File: config.mk
export PLATFORM = sky130hd
export DESIGN_NAME = uc_multiciclo
export DESIGN_NICKNAME = d
export VERILOG_FILES = /design/src/rtl/uc_pkg.sv /design/src/rtl/uc_decode.sv /design/src/rtl/uc_multiciclo.sv
export SDC_FILE = /design/constraint.sdc
export NUM_CORES = 1
export LEC_CHECK = 0
export BUFFER_PORTS_ARGS = -buffer_cell sky130_fd_sc_hd__buf_2
export CAP_MARGIN = 20
export CORE_UTILIZATION = 46
export CTS_CLUSTER_SIZE = 25
export DETAILED_ROUTE_END_ITERATION = 16
export PLACE_DENSITY = 0.72
export SYNTH_ARGS = -nofsm -noshare
export SYNTH_HDL_FRONTEND = slang
export SYNTH_SLANG_ARGS = --single-unit
export TNS_END_PERCENT = 1
File: constraint.sdc
create_clock -name i_clk -period 1.55 [get_ports i_clk]
set_input_delay 0.0775 -clock i_clk [delete_from_list [all_inputs] [get_ports i_clk]]
set_output_delay 0.0775 -clock i_clk [all_outputs]
set_load 0.05 [all_outputs]
File: src/rtl/uc_pkg.sv
// Shared types and constants for the multicycle control unit:
// state encodings, opcode fields, ALU operation codes and the decoded control tuple.
package uc_pkg;

    typedef enum logic [1:0] {
        ST_FETCH  = 2'b00,
        ST_DECODE = 2'b01,
        ST_EXEC   = 2'b10,
        ST_STOP   = 2'b11
    } state_t;

    typedef enum logic [2:0] {
        ALU_OP_000 = 3'b000,
        ALU_OP_001 = 3'b001,
        ALU_OP_010 = 3'b010,
        ALU_OP_011 = 3'b011,
        ALU_OP_100 = 3'b100,
        ALU_OP_101 = 3'b101,
        ALU_OP_110 = 3'b110,
        ALU_OP_111 = 3'b111
    } alu_op_t;

    // Conditional branches keep their kind so s_inc can follow the live z in EXEC.
    typedef enum logic [1:0] {
        BR_NONE = 2'b00,
        BR_JZ   = 2'b01,
        BR_JNZ  = 2'b10
    } br_t;

    localparam logic [5:0] OP_NOP     = 6'b000000;
    localparam logic [5:0] OP_JMP     = 6'b000001;
    localparam logic [5:0] OP_JZ      = 6'b000010;
    localparam logic [5:0] OP_JNZ     = 6'b000011;
    localparam logic [5:0] OP_HALT    = 6'b000111;
    localparam logic [3:0] OP_LI_PFX  = 4'b0100;
    localparam int         OP_ALU_BIT = 5;

    typedef struct packed {
        logic    s_inc;
        logic    s_inm;
        logic    we3;
        logic    wez;
        alu_op_t op_alu;
        br_t     br;
    } ctrl_t;

    localparam ctrl_t CTRL_IDLE = '{
        s_inc:  1'b1,
        s_inm:  1'b0,
        we3:    1'b0,
        wez:    1'b0,
        op_alu: ALU_OP_000,
        br:     BR_NONE
    };

endpackage

File: src/rtl/uc_decode.sv
// Combinational instruction decoder: opcode and zero flag to the control tuple.
// Unknown opcodes (including HALT, which the FSM handles) decode as nop.
module uc_decode
    import uc_pkg::*;
(
    input  logic [5:0] i_opcode,
    input  logic       i_z,
    output ctrl_t      o_ctrl
);

    always_comb begin
        o_ctrl = CTRL_IDLE;
        if (i_opcode[OP_ALU_BIT]) begin
            o_ctrl.we3    = 1'b1;
            o_ctrl.wez    = 1'b1;
            o_ctrl.op_alu = alu_op_t'(i_opcode[4:2]);
        end else if (i_opcode[5:2] == OP_LI_PFX) begin
            o_ctrl.s_inm = 1'b1;
            o_ctrl.we3   = 1'b1;
        end else begin
            case (i_opcode)
                OP_NOP: ;
                OP_JMP: o_ctrl.s_inc = 1'b0;
                OP_JZ: begin
                    o_ctrl.s_inc = ~i_z;
                    o_ctrl.br    = BR_JZ;
                end
                OP_JNZ: begin
                    o_ctrl.s_inc = i_z;
                    o_ctrl.br    = BR_JNZ;
                end
                default: ;
            endcase
        end
    end

endmodule

File: src/rtl/uc_multiciclo.sv
// Multicycle control unit: FETCH/DECODE/EXEC sequencing with memory handshake,
// registered decode, sticky HALT and fetch-timeout ERROR.
//
// state  | meaning
// FETCH  | request program word, count wait cycles, load IR on ack
// DECODE | latch decoded controls from the IR opcode
// EXEC   | drive controls, one-cycle PC/regfile/flag strobes
// STOP   | sticky halt or fetch timeout; leave only through reset
module uc_multiciclo
    import uc_pkg::*;
#(
    parameter int TIMEOUT = 16,
    parameter int CNT_W   = 5
) (
    input  logic       i_clk,
    input  logic       i_reset,
    input  logic [5:0] i_opcode,
    input  logic       i_z,
    input  logic       i_mem_ack,
    output logic       o_mem_req,
    output logic       o_ir_we,
    output logic       o_pc_we,
    output logic       o_s_inc,
    output logic       o_s_inm,
    output logic       o_we3,
    output logic       o_wez,
    output logic [2:0] o_op_alu,
    output logic       o_halted,
    output logic       o_error,
    output logic [1:0] o_state
);

    state_t           r_state, w_state_next;
    logic [CNT_W-1:0] r_cnt, w_cnt_next;
    ctrl_t            r_ctrl, w_ctrl_next, w_dec;
    logic             r_halted, w_halted_next;
    logic             r_error, w_error_next;

    uc_decode u_decode (
        .i_opcode (i_opcode),
        .i_z      (i_z),
        .o_ctrl   (w_dec)
    );

    always_ff @(posedge i_clk) begin
        if (i_reset) begin
            r_state  <= ST_FETCH;
            r_cnt    <= '0;
            r_ctrl   <= CTRL_IDLE;
            r_halted <= 1'b0;
            r_error  <= 1'b0;
        end else begin
            r_state  <= w_state_next;
            r_cnt    <= w_cnt_next;
            r_ctrl   <= w_ctrl_next;
            r_halted <= w_halted_next;
            r_error  <= w_error_next;
        end
    end

    always_comb begin
        w_state_next  = r_state;
        w_cnt_next    = r_cnt;
        w_ctrl_next   = r_ctrl;
        w_halted_next = r_halted;
        w_error_next  = r_error;
        o_mem_req     = 1'b0;
        o_ir_we       = 1'b0;
        o_pc_we       = 1'b0;
        o_s_inc       = 1'b1;
        o_s_inm       = 1'b0;
        o_we3         = 1'b0;
        o_wez         = 1'b0;
        o_op_alu      = ALU_OP_000;

        case (r_state)
            ST_FETCH: begin
                o_mem_req = 1'b1;
                if (i_mem_ack) begin
                    o_ir_we      = 1'b1;
                    w_cnt_next   = '0;
                    w_state_next = ST_DECODE;
                end else if (r_cnt == CNT_W'(TIMEOUT - 1)) begin
                    w_state_next = ST_STOP;
                    w_error_next = 1'b1;
                end else begin
                    w_cnt_next = r_cnt + CNT_W'(1);
                end
            end
            ST_DECODE: begin
                w_ctrl_next = w_dec;
                if (i_opcode == OP_HALT) begin
                    w_state_next  = ST_STOP;
                    w_halted_next = 1'b1;
                end else begin
                    w_state_next = ST_EXEC;
                end
            end
            ST_EXEC: begin
                o_pc_we  = 1'b1;
                o_s_inm  = r_ctrl.s_inm;
                o_we3    = r_ctrl.we3;
                o_wez    = r_ctrl.wez;
                o_op_alu = r_ctrl.op_alu;
                case (r_ctrl.br)
                    BR_JZ:   o_s_inc = ~i_z;
                    BR_JNZ:  o_s_inc = i_z;
                    default: o_s_inc = r_ctrl.s_inc;
                endcase
                w_state_next = ST_FETCH;
            end
            default: ;
        endcase

        // Reset must not let a strobe through in the cycle it is asserted.
        if (i_reset) begin
            o_mem_req = 1'b0;
            o_ir_we   = 1'b0;
            o_pc_we   = 1'b0;
            o_s_inc   = 1'b1;
            o_s_inm   = 1'b0;
            o_we3     = 1'b0;
            o_wez     = 1'b0;
            o_op_alu  = ALU_OP_000;
        end
    end

    assign o_halted = r_halted;
    assign o_error  = r_error;
    assign o_state  = r_state;

endmodule

* Word-level counts from Yosys, hierarchy flattened
Index checks and enable logic that the tools add are counted.
** Storage, ports and cells
- Register bits :: 18
- Bits of input ports :: 10
- Logic and storage cells :: 64
** Cells by class
- Reduce and logical (&&, ||, !) cells :: 6
- Add/subtract/negate cells :: 1
- Eq/ne operators :: 12
- Muxes and demuxes :: 33
- Bitwise gates (word level) :: 2
** Operator list (number)
- 1-bit two-way mux :: 18
- 6-bit by 2-bit == test with 1-bit output, second input constant :: 2
- 2-bit two-way mux :: 6
- 5-bit two-way mux :: 2
- 6-bit by 1-bit == test with 1-bit output, second input constant :: 1
- 6-bit by 3-bit == test with 1-bit output, second input constant :: 1
- 3-bit two-way mux :: 2
- 2-bit case mux with 3 select lines :: 1
- 2-bit AND reduction :: 3
- 5-bit by 1-bit adder with 5-bit output, second input constant :: 1
- 5-bit by 4-bit == test with 1-bit output, second input constant :: 1
- 2-bit by 1-bit == test with 1-bit output, second input constant :: 2
- 2-bit == test, second input constant :: 2
- 4-bit by 3-bit == test with 1-bit output, second input constant :: 1
- 4-bit two-way mux :: 1
- 2-bit case mux with 2 select lines :: 1
- 3-bit inequality test, second input constant :: 1
- 1-bit case mux with 3 select lines :: 1
- 3-bit AND reduction :: 1
- 3-bit nonzero test :: 1
- 2-bit zero test :: 1
- 2-bit inequality test, second input constant :: 1
- 1-bit NOT :: 2
- 1-bit case mux with 2 select lines :: 1

* Logic depth before layout (Yosys ltp)
Gate-level depths: netlist (run 1).
- Depth in word-level cells :: 4
- Gate-level depth with buffers :: 6
- Mapped depth without buffers :: 6

* Hierarchy
A second synthesis (run 1) with hierarchy kept.
** Second synthesis, totals
- Cells, all modules :: 116
- Area total of the unflattened synthesis :: 1021.0 µm²
** By module, submodules not included
- uc_multiciclo :: area an instance 924.6 µm², cells an instance 103, seq. area each 360.3 µm², instances 1
- uc_decode :: area an instance 96.3 µm², cells an instance 13, seq. area each 0.0 µm², instances 1

* Worst setup path before layout (run 1)
No wires, ideal clock.
- Kind :: register -> output
- From :: register r_state[1], in the netlist o_state[1]
- To :: output o_s_inc
- Path buffers :: 0
- Stages on the path, launching flop included :: 4
- Required time :: 1.472 ns
- Arrival time :: 2.376 ns
- Setup slack :: -0.904 ns
- Cells stage by stage :: dfxtp_1 -> ha_1 -> nor2b_1 -> nand2_1
** Between the ends
- Longest elaborated chain between the ends :: 3
** Ends and longest elaborated chain
- start, declared :: RTL line uc_multiciclo.sv:33 : state_t r_state, w_state_next;
- start signal, assigned :: RTL line uc_multiciclo.sv:53 : r_state <= w_state_next;
- 2-bit == test :: RTL line uc_multiciclo.sv:76 : case (r_state)
- 1-bit two-way mux :: RTL line uc_multiciclo.sv:76
- 1-bit two-way mux :: RTL line uc_multiciclo.sv:116 : if (i_reset) begin
- end, declared :: RTL line uc_multiciclo.sv:23 : output logic o_s_inc,
No other way between the ends.

* Final worst setup path (run 1)
- From :: register r_cnt[1]
- To :: register r_cnt[3]
** Between the ends
- Longest elaborated chain between the ends :: 3
- Elaborated cells on any way between the ends :: 6
- Classes of those cells :: add/sub (1); eq/ne (2); mux (2); reduce/logical (1)
** Ends and longest elaborated chain
- start, declared :: RTL line uc_multiciclo.sv:34 : logic [CNT_W-1:0] r_cnt, w_cnt_next;
- start signal, assigned :: RTL line uc_multiciclo.sv:54 : r_cnt <= w_cnt_next;
- 5-bit by 1-bit adder with 5-bit output or 5-bit by 4-bit == test with 1-bit output (tied branches) :: RTL line uc_multiciclo.sv:87, uc_multiciclo.sv:83
- 5-bit two-way mux or 2-bit inequality test (tied branches)
- 5-bit two-way mux or 2-bit AND reduction (tied branches)
Parallel ways exist; a longest one is shown, timed or not. The select of a mux whose other input is x is not followed.
A chain may end at the register's enable or synchronous reset.

==> impl_metrics.json, run 1 <==
{
  "status": "finished with violations",
  "violations": "setup timing",
  "cp-start-kind": "register",
  "die_w_um": 47.8,
  "slowest_stage": "or4_1",
  "drive_gt1_share_pct": 43.9,
  "yosysSeqAreaShare_pct": 37.4,
  "initial_core_util_pct": 49.2,
  "critPathCaptureType": "register",
  "hold_viol_final": 0,
  "maxCapViolCount": 0,
  "ff2ff_setup_slack_ns": -0.10,
  "hp-start": "i_opcode[0]",
  "synth_common_cells": "18 x dfxtp_1, 14 x nand2_1, 10 x a21oi_1",
  "syn_to_final_growth_pct": 40.6,
  "p_int_uw": 994,
  "grt_usage_pct": 19.3,
  "crit_top_cell": "ha_4",
  "avgSynthCellArea_sq_um": 8.39,
  "fmax_mhz": 605,
  "synth.top_cell.area_share_pct": 37.4,
  "yosysMostFrequentCell": "dfxtp_1",
  "coreArea_sq_um": 1960,
  "grt_pass1_vias": 760,
  "cts.sinks": 18,
  "clockBufferDepth": 2,
  "m1WireLength_mm": 1.01,
  "switching_share_pct": 40.9,
  "powerDensity_nw_per_um2": 1240,
  "yosys_warnings": 0,
  "holdPathEnd": "r_ctrl[1]",
  "fin_ws_ns": -0.104,
  "ctsHoldBuffers": 0,
  "setup_viol": 1,
  "drt-initial-drc-count": 16,
  "viasPerCell": 5.26,
  "period_share_pct": 107,
  "nets": 167,
  "crit_fanout": 4,
  "required_ns": 1.78,
  "wl_per_cell_um": 12.9,
  "cp_cell_sequence": "ha_4 > and3_4 > ha_4 > nand4b_1 > or4_1 > a31oi_1",
  "seqPwrFrac_pct": 34.6,
  "wl_met2_mm": 1.15,
  "fin_cells": 175,
  "drc": 0,
  "rsz0062_at_grt": "yes",
  "worst_pin_slew_ns": 0.267,
  "ys_ff_latch": 18,
  "async_flop_share_pct": 0,
  "syn-num-nets": 133,
  "combPwrFrac_pct": 47.9,
  "yosysTopAreaCell": "dfxtp_1",
  "overflow": 0,
  "power_frac_clock_pct": 17.5,
  "synth_cells": 115,
  "power.ir.vdd_worst_mv": 1.29,
  "cts_tree": "done",
  "cts-root-buf": "clkbuf_4",
  "htree_levels": 1,
  "hpwl_mm": 1.57,
  "post-place-cells": 171,
  "cts_post_setup_buffers_inserted": 0,
  "antenna_found_initial": 0,
  "grt_pass1_wl_mm": 3.02,
  "vias": 920,
  "reg2reg_from": "r_cnt[1]",
  "synthFlopType": "dfxtp_1",
  "grt_max_degree": 14,
  "cpPeakStageDelay_ns": 0.41,
  "hold_depth": 3,
  "routed_wirelength_mm": 2.26,
  "worstSetupPathType": "reg2reg",
  "die_h_um": 47.8,
  "synth.distinct_cells": 32,
  "net-switching-power_uw": 687,
  "numCtsBuffers": 3,
  "rr_worst_depth": 6,
  "io_pins": 24,
  "antenna_cells": 0,
  "dr.max_layer_used": "met4",
  "num_rows": 16,
  "syn_area_sq_um": 965,
  "cp.arrival_ns": 1.88,
  "pre_cts_ws_ns": -0.120,
  "synth_edf_count": 0,
  "leakage_nw": 0.547,
  "fin_skew_ns": 0.00403,
  "rr_endpoint": "r_cnt[3]",
  "fin_tns_setup_ns": -0.104,
  "first_pass_iters": 4,
  "clock_latency_ns": 0.29,
  "synthTopCellsByArea": "dfxtp_1 37%, ha_1 10%, nand2_1 5.4%",
  "wl_met3_um": 68,
  "drv_slew": 0,
  "ant_nets": 0,
  "gp_congestion": 0.846,
  "min_period_ns": 1.65,
  "clkTransAtPathRegs_ns": 0.11,
  "io_buffers": 23,
  "hold_class": "in2reg",
  "die_area_sq_um": 2280,
  "relSlewSlack_pct": 82.1
}
[critical path, delay by kind of cell, from the launching register on]
| kind | cells | cell delay (ns) |
|---|---|---|
| AOI/OAI and AO/OA | 1 | 0.13 |
| and+or+nand+nor | 3 | 0.77 |
| DFF | 1 | 0.35 |
| adders and majority gates | 2 | 0.34 |
[timing repair]
item | CTS | global route
resized for setup | 24 | 17
endpoints found under the hold margin | 0 | 0
setup endpoints to repair | 15 | 17
pin swaps | 1 | 5
[state kept, by name (all words and copies together), names as in the netlist]
register  cells
o_error       1
o_halted      1
r_cnt         5
o_state       2
r_ctrl        9
[worst max-delay path by stage]
stage / startpoint / to / slack [ns]
CTS: r_cnt[1] / r_cnt[3] / -0.13
floorplan: r_cnt[1] / r_cnt[3] / -0.06
finish: r_cnt[1] / r_cnt[3] / -0.10
global route: r_cnt[1] / r_cnt[3] / -0.17
global placement: r_cnt[1] / r_cnt[3] / -0.05
detailed placement: r_cnt[1] / r_cnt[3] / -0.12
[area by class of cell]
type / count / area, sq um
Tap cell: 27 / 33.8
Multi-Input combinational cell: 85 / 621
Timing Repair Buffer: 32 / 264
Inverter: 9 / 33.8
Clock buffer: 4 / 36.3
Sequential cell: 18 / 368
Fill cell: 162 / 606
[power groups by stage]
stage	sequential (mW)	combinational [mW]	clock, mW
floorplan	0.655	0.434	0
global placement	0.575	0.710	0
detailed placement	0.581	0.729	0
CTS	0.570	0.751	0.295
global route	0.589	0.873	0.317
finish	0.582	0.805	0.294
[cell usage in the layout (no fill, tap or decap), types with 2 or more instances in the layout]
master	synthesis	routed
nand3b_1	2	2
inv_1	7	4
nor2_1	4	4
a31oi_1	5	5
ha_1	8	2
inv_2	2	5
o21ai_1	2	2
nand2_1	14	14
nand2b_1	5	5
buf_4	0	8
ha_4	0	2
and2_2	0	6
dfxtp_1	18	12
ha_2	0	4
nand3_1	5	5
buf_2	1	13
clkbuf_4	0	4
buf_6	1	5
dfxtp_2	0	6
buf_8	0	5
a21oi_1	10	10
nand4b_1	2	2
nand4_1	2	2
nor3_1	4	3
a211oi_1	2	2
[per-stage QoR]
stage | util (%) | total power [mW] | hold WS [ns] | cell area, sq um
after global routing | 69.1 | 1.78 | 0.0595 | 1360
final | 69.1 | 1.68 | 0.0627 | 1360
after floorplan | - | 1.09 | 0.179 | 992
after detailed placement | 60.6 | 1.31 | 0.376 | 1190
after CTS | 65.7 | 1.62 | 0.0580 | 1290
after global placement | 60.6 | 1.29 | 0.365 | 1190
[kinds of logic (layout without fill, tap and decap cells)]
group / Yosys count / count (layout) / synth area share [%]
buffers and inverters: 12 / 45 / 5.58
and+or+nand+nor: 52 / 52 / 30.4
xor gates and xnor gates: 1 / 1 / 0.908
adders and majority gates: 8 / 8 / 10.4
DFF: 18 / 18 / 37.4
muxes: 2 / 2 / 2.20
AOI/OAI and AO/OA: 22 / 22 / 13.2
[metal layers]
metal  vias to the layer above  track usage (%)
met2                        20             34.6
met4                         0             9.44
met5                         -                0
li1                        468                -
met1                       428             21.9
met3                         4             3.40
No activity file was read; power rests on OpenSTA's default activity.
==> run 2, diff against run 1 <==
- RECOVER_POWER: not set -> 100
==> impl_metrics.json, run 2 (synthesized netlist as in run 1, its figures left out) <==
{
  "maxCapViolCount": 0,
  "initial_core_util_pct": 49.2,
  "cts-root-buf": "clkbuf_4",
  "fin_tns_setup_ns": -0.112,
  "p_int_uw": 977,
  "fin_ws_ns": -0.104,
  "setup_viol": 2,
  "die_w_um": 47.8,
  "ant_nets": 0,
  "cp.arrival_ns": 1.88,
  "powerDensity_nw_per_um2": 1230,
  "grt_pass1_wl_mm": 3.02,
  "rsz0062_at_grt": "yes",
  "worst_pin_slew_ns": 0.611,
  "grt_max_degree": 14,
  "utilization_pct": 68.7,
  "critPathCaptureType": "register",
  "drv_slew": 0,
  "wl_per_cell_um": 12.8,
  "nets": 167,
  "io_pins": 24,
  "vias": 919,
  "htree_levels": 1,
  "leakage_nw": 0.530,
  "routed_wirelength_mm": 2.24,
  "hold_class": "in2reg",
  "drive_gt1_share_pct": 39.9,
  "dpl_cell_area_sq_um": 1190,
  "relSlewSlack_pct": 59.4,
  "antenna_cells": 0,
  "layout_common_cells": "14 x nand2_1, 13 x dfxtp_1, 10 x a21oi_1",
  "largest_reg_flops": 9,
  "fmax_mhz": 605,
  "finalInstanceArea_sq_um": 1350,
  "fin_skew_ns": 0.00388,
  "overflow": 0,
  "power_mw": 1.66,
  "clockBufferDepth": 2,
  "regMostFlops": "r_ctrl",
  "cts_tree": "done",
  "combPwrFrac_pct": 47.5,
  "antenna_found_initial": 0,
  "power_frac_clock_pct": 17.7,
  "ctsHoldBuffers": 0,
  "final_common_cell": "nand2_1",
  "switching_share_pct": 41.2,
  "cp-start-kind": "register",
  "cts.sinks": 18,
  "grt_pass1_vias": 760,
  "gp_congestion": 0.846,
  "syn_to_final_growth_pct": 39.7,
  "drt-initial-drc-count": 11,
  "crit_fanout": 4,
  "drc": 0,
  "power.ir.vdd_worst_mv": 1.24,
  "worstSetupPathType": "reg2reg",
  "hold_viol_final": 0,
  "hpwl_mm": 1.57,
  "clkTransAtPathRegs_ns": 0.11,
  "net-switching-power_uw": 686,
  "required_ns": 1.78,
  "period_share_pct": 107,
  "viasPerCell": 5.25,
  "hold_ws_ns": 0.0618,
  "die_h_um": 47.8,
  "violations": "setup timing",
  "numCtsBuffers": 3,
  "coreArea_sq_um": 1960,
  "seqPwrFrac_pct": 34.9,
  "io_buffers": 23,
  "clock_latency_ns": 0.29,
  "grt_usage_pct": 19.3,
  "first_pass_iters": 4,
  "num_rows": 16,
  "status": "finished with violations",
  "die_area_sq_um": 2280,
  "min_period_ns": 1.65
}
-- run 2: per-layer routing --
layer  part of all wire [%]  GRT usage [%]  wire length [um]  up-vias
met5                      0              0                 0        -
met4                    1.2           9.44                27        0
met3                    3.8           3.40                85        4
li1                       -              -                 -      466
met2                     51           34.6              1140       27
met1                     44           21.9               986      422
-- run 2: power groups by stage --
| stage | registers, mW | clock network, mW | logic (mW) |
|---|---|---|---|
| after floorplan | 0.655 | 0 | 0.434 |
| after global placement | 0.575 | 0 | 0.710 |
| after detailed placement | 0.581 | 0 | 0.729 |
| after CTS | 0.570 | 0.295 | 0.751 |
| after global routing | 0.588 | 0.317 | 0.858 |
| final | 0.580 | 0.294 | 0.789 |
-- run 2: repair_timing --
action	4_1_cts	5_1_grt
resized for setup	24	17
pin swaps	1	5
setup endpoints to repair	15	17
buffers inserted	0	0
-- run 2: per-stage QoR --
| stage | std cells | worst slack, ns |
|---|---|---|
| after CTS | 175 | -0.129 |
| after global placement | 171 | -0.0550 |
| after floorplan | 115 | -0.0592 |
| final | 175 | -0.104 |
| after detailed placement | 171 | -0.120 |
| after global routing | 175 | -0.172 |
-- run 2: path summary, 6_finish.rpt --
kind,start,depth (start not counted),end,slack [ns]
hold reg to reg,o_halted,2,o_halted,0.45
setup reg to reg,r_cnt[1],6,r_cnt[3],-0.10
hold / removal,i_opcode[0],3,r_ctrl[1],0.06
setup / recovery,r_cnt[1],6,r_cnt[3],-0.10
-- run 2: critical path, cell delays in order, from the launching register on --
cell and delay, ns:
dfxtp_2 0.35, ha_4 0.16, and3_4 0.18, ha_4 0.17, nand4b_1 0.18, or4_1 0.41
a31oi_1 0.13
-- run 2: final cells by class --
cell class	count	area [sq um]
Multi-Input combinational cell	85	621
Sequential cell	18	367
Clock buffer	4	36.3
Fill cell	166	614
Timing Repair Buffer	32	256
Tap cell	27	33.8
Inverter	9	33.8
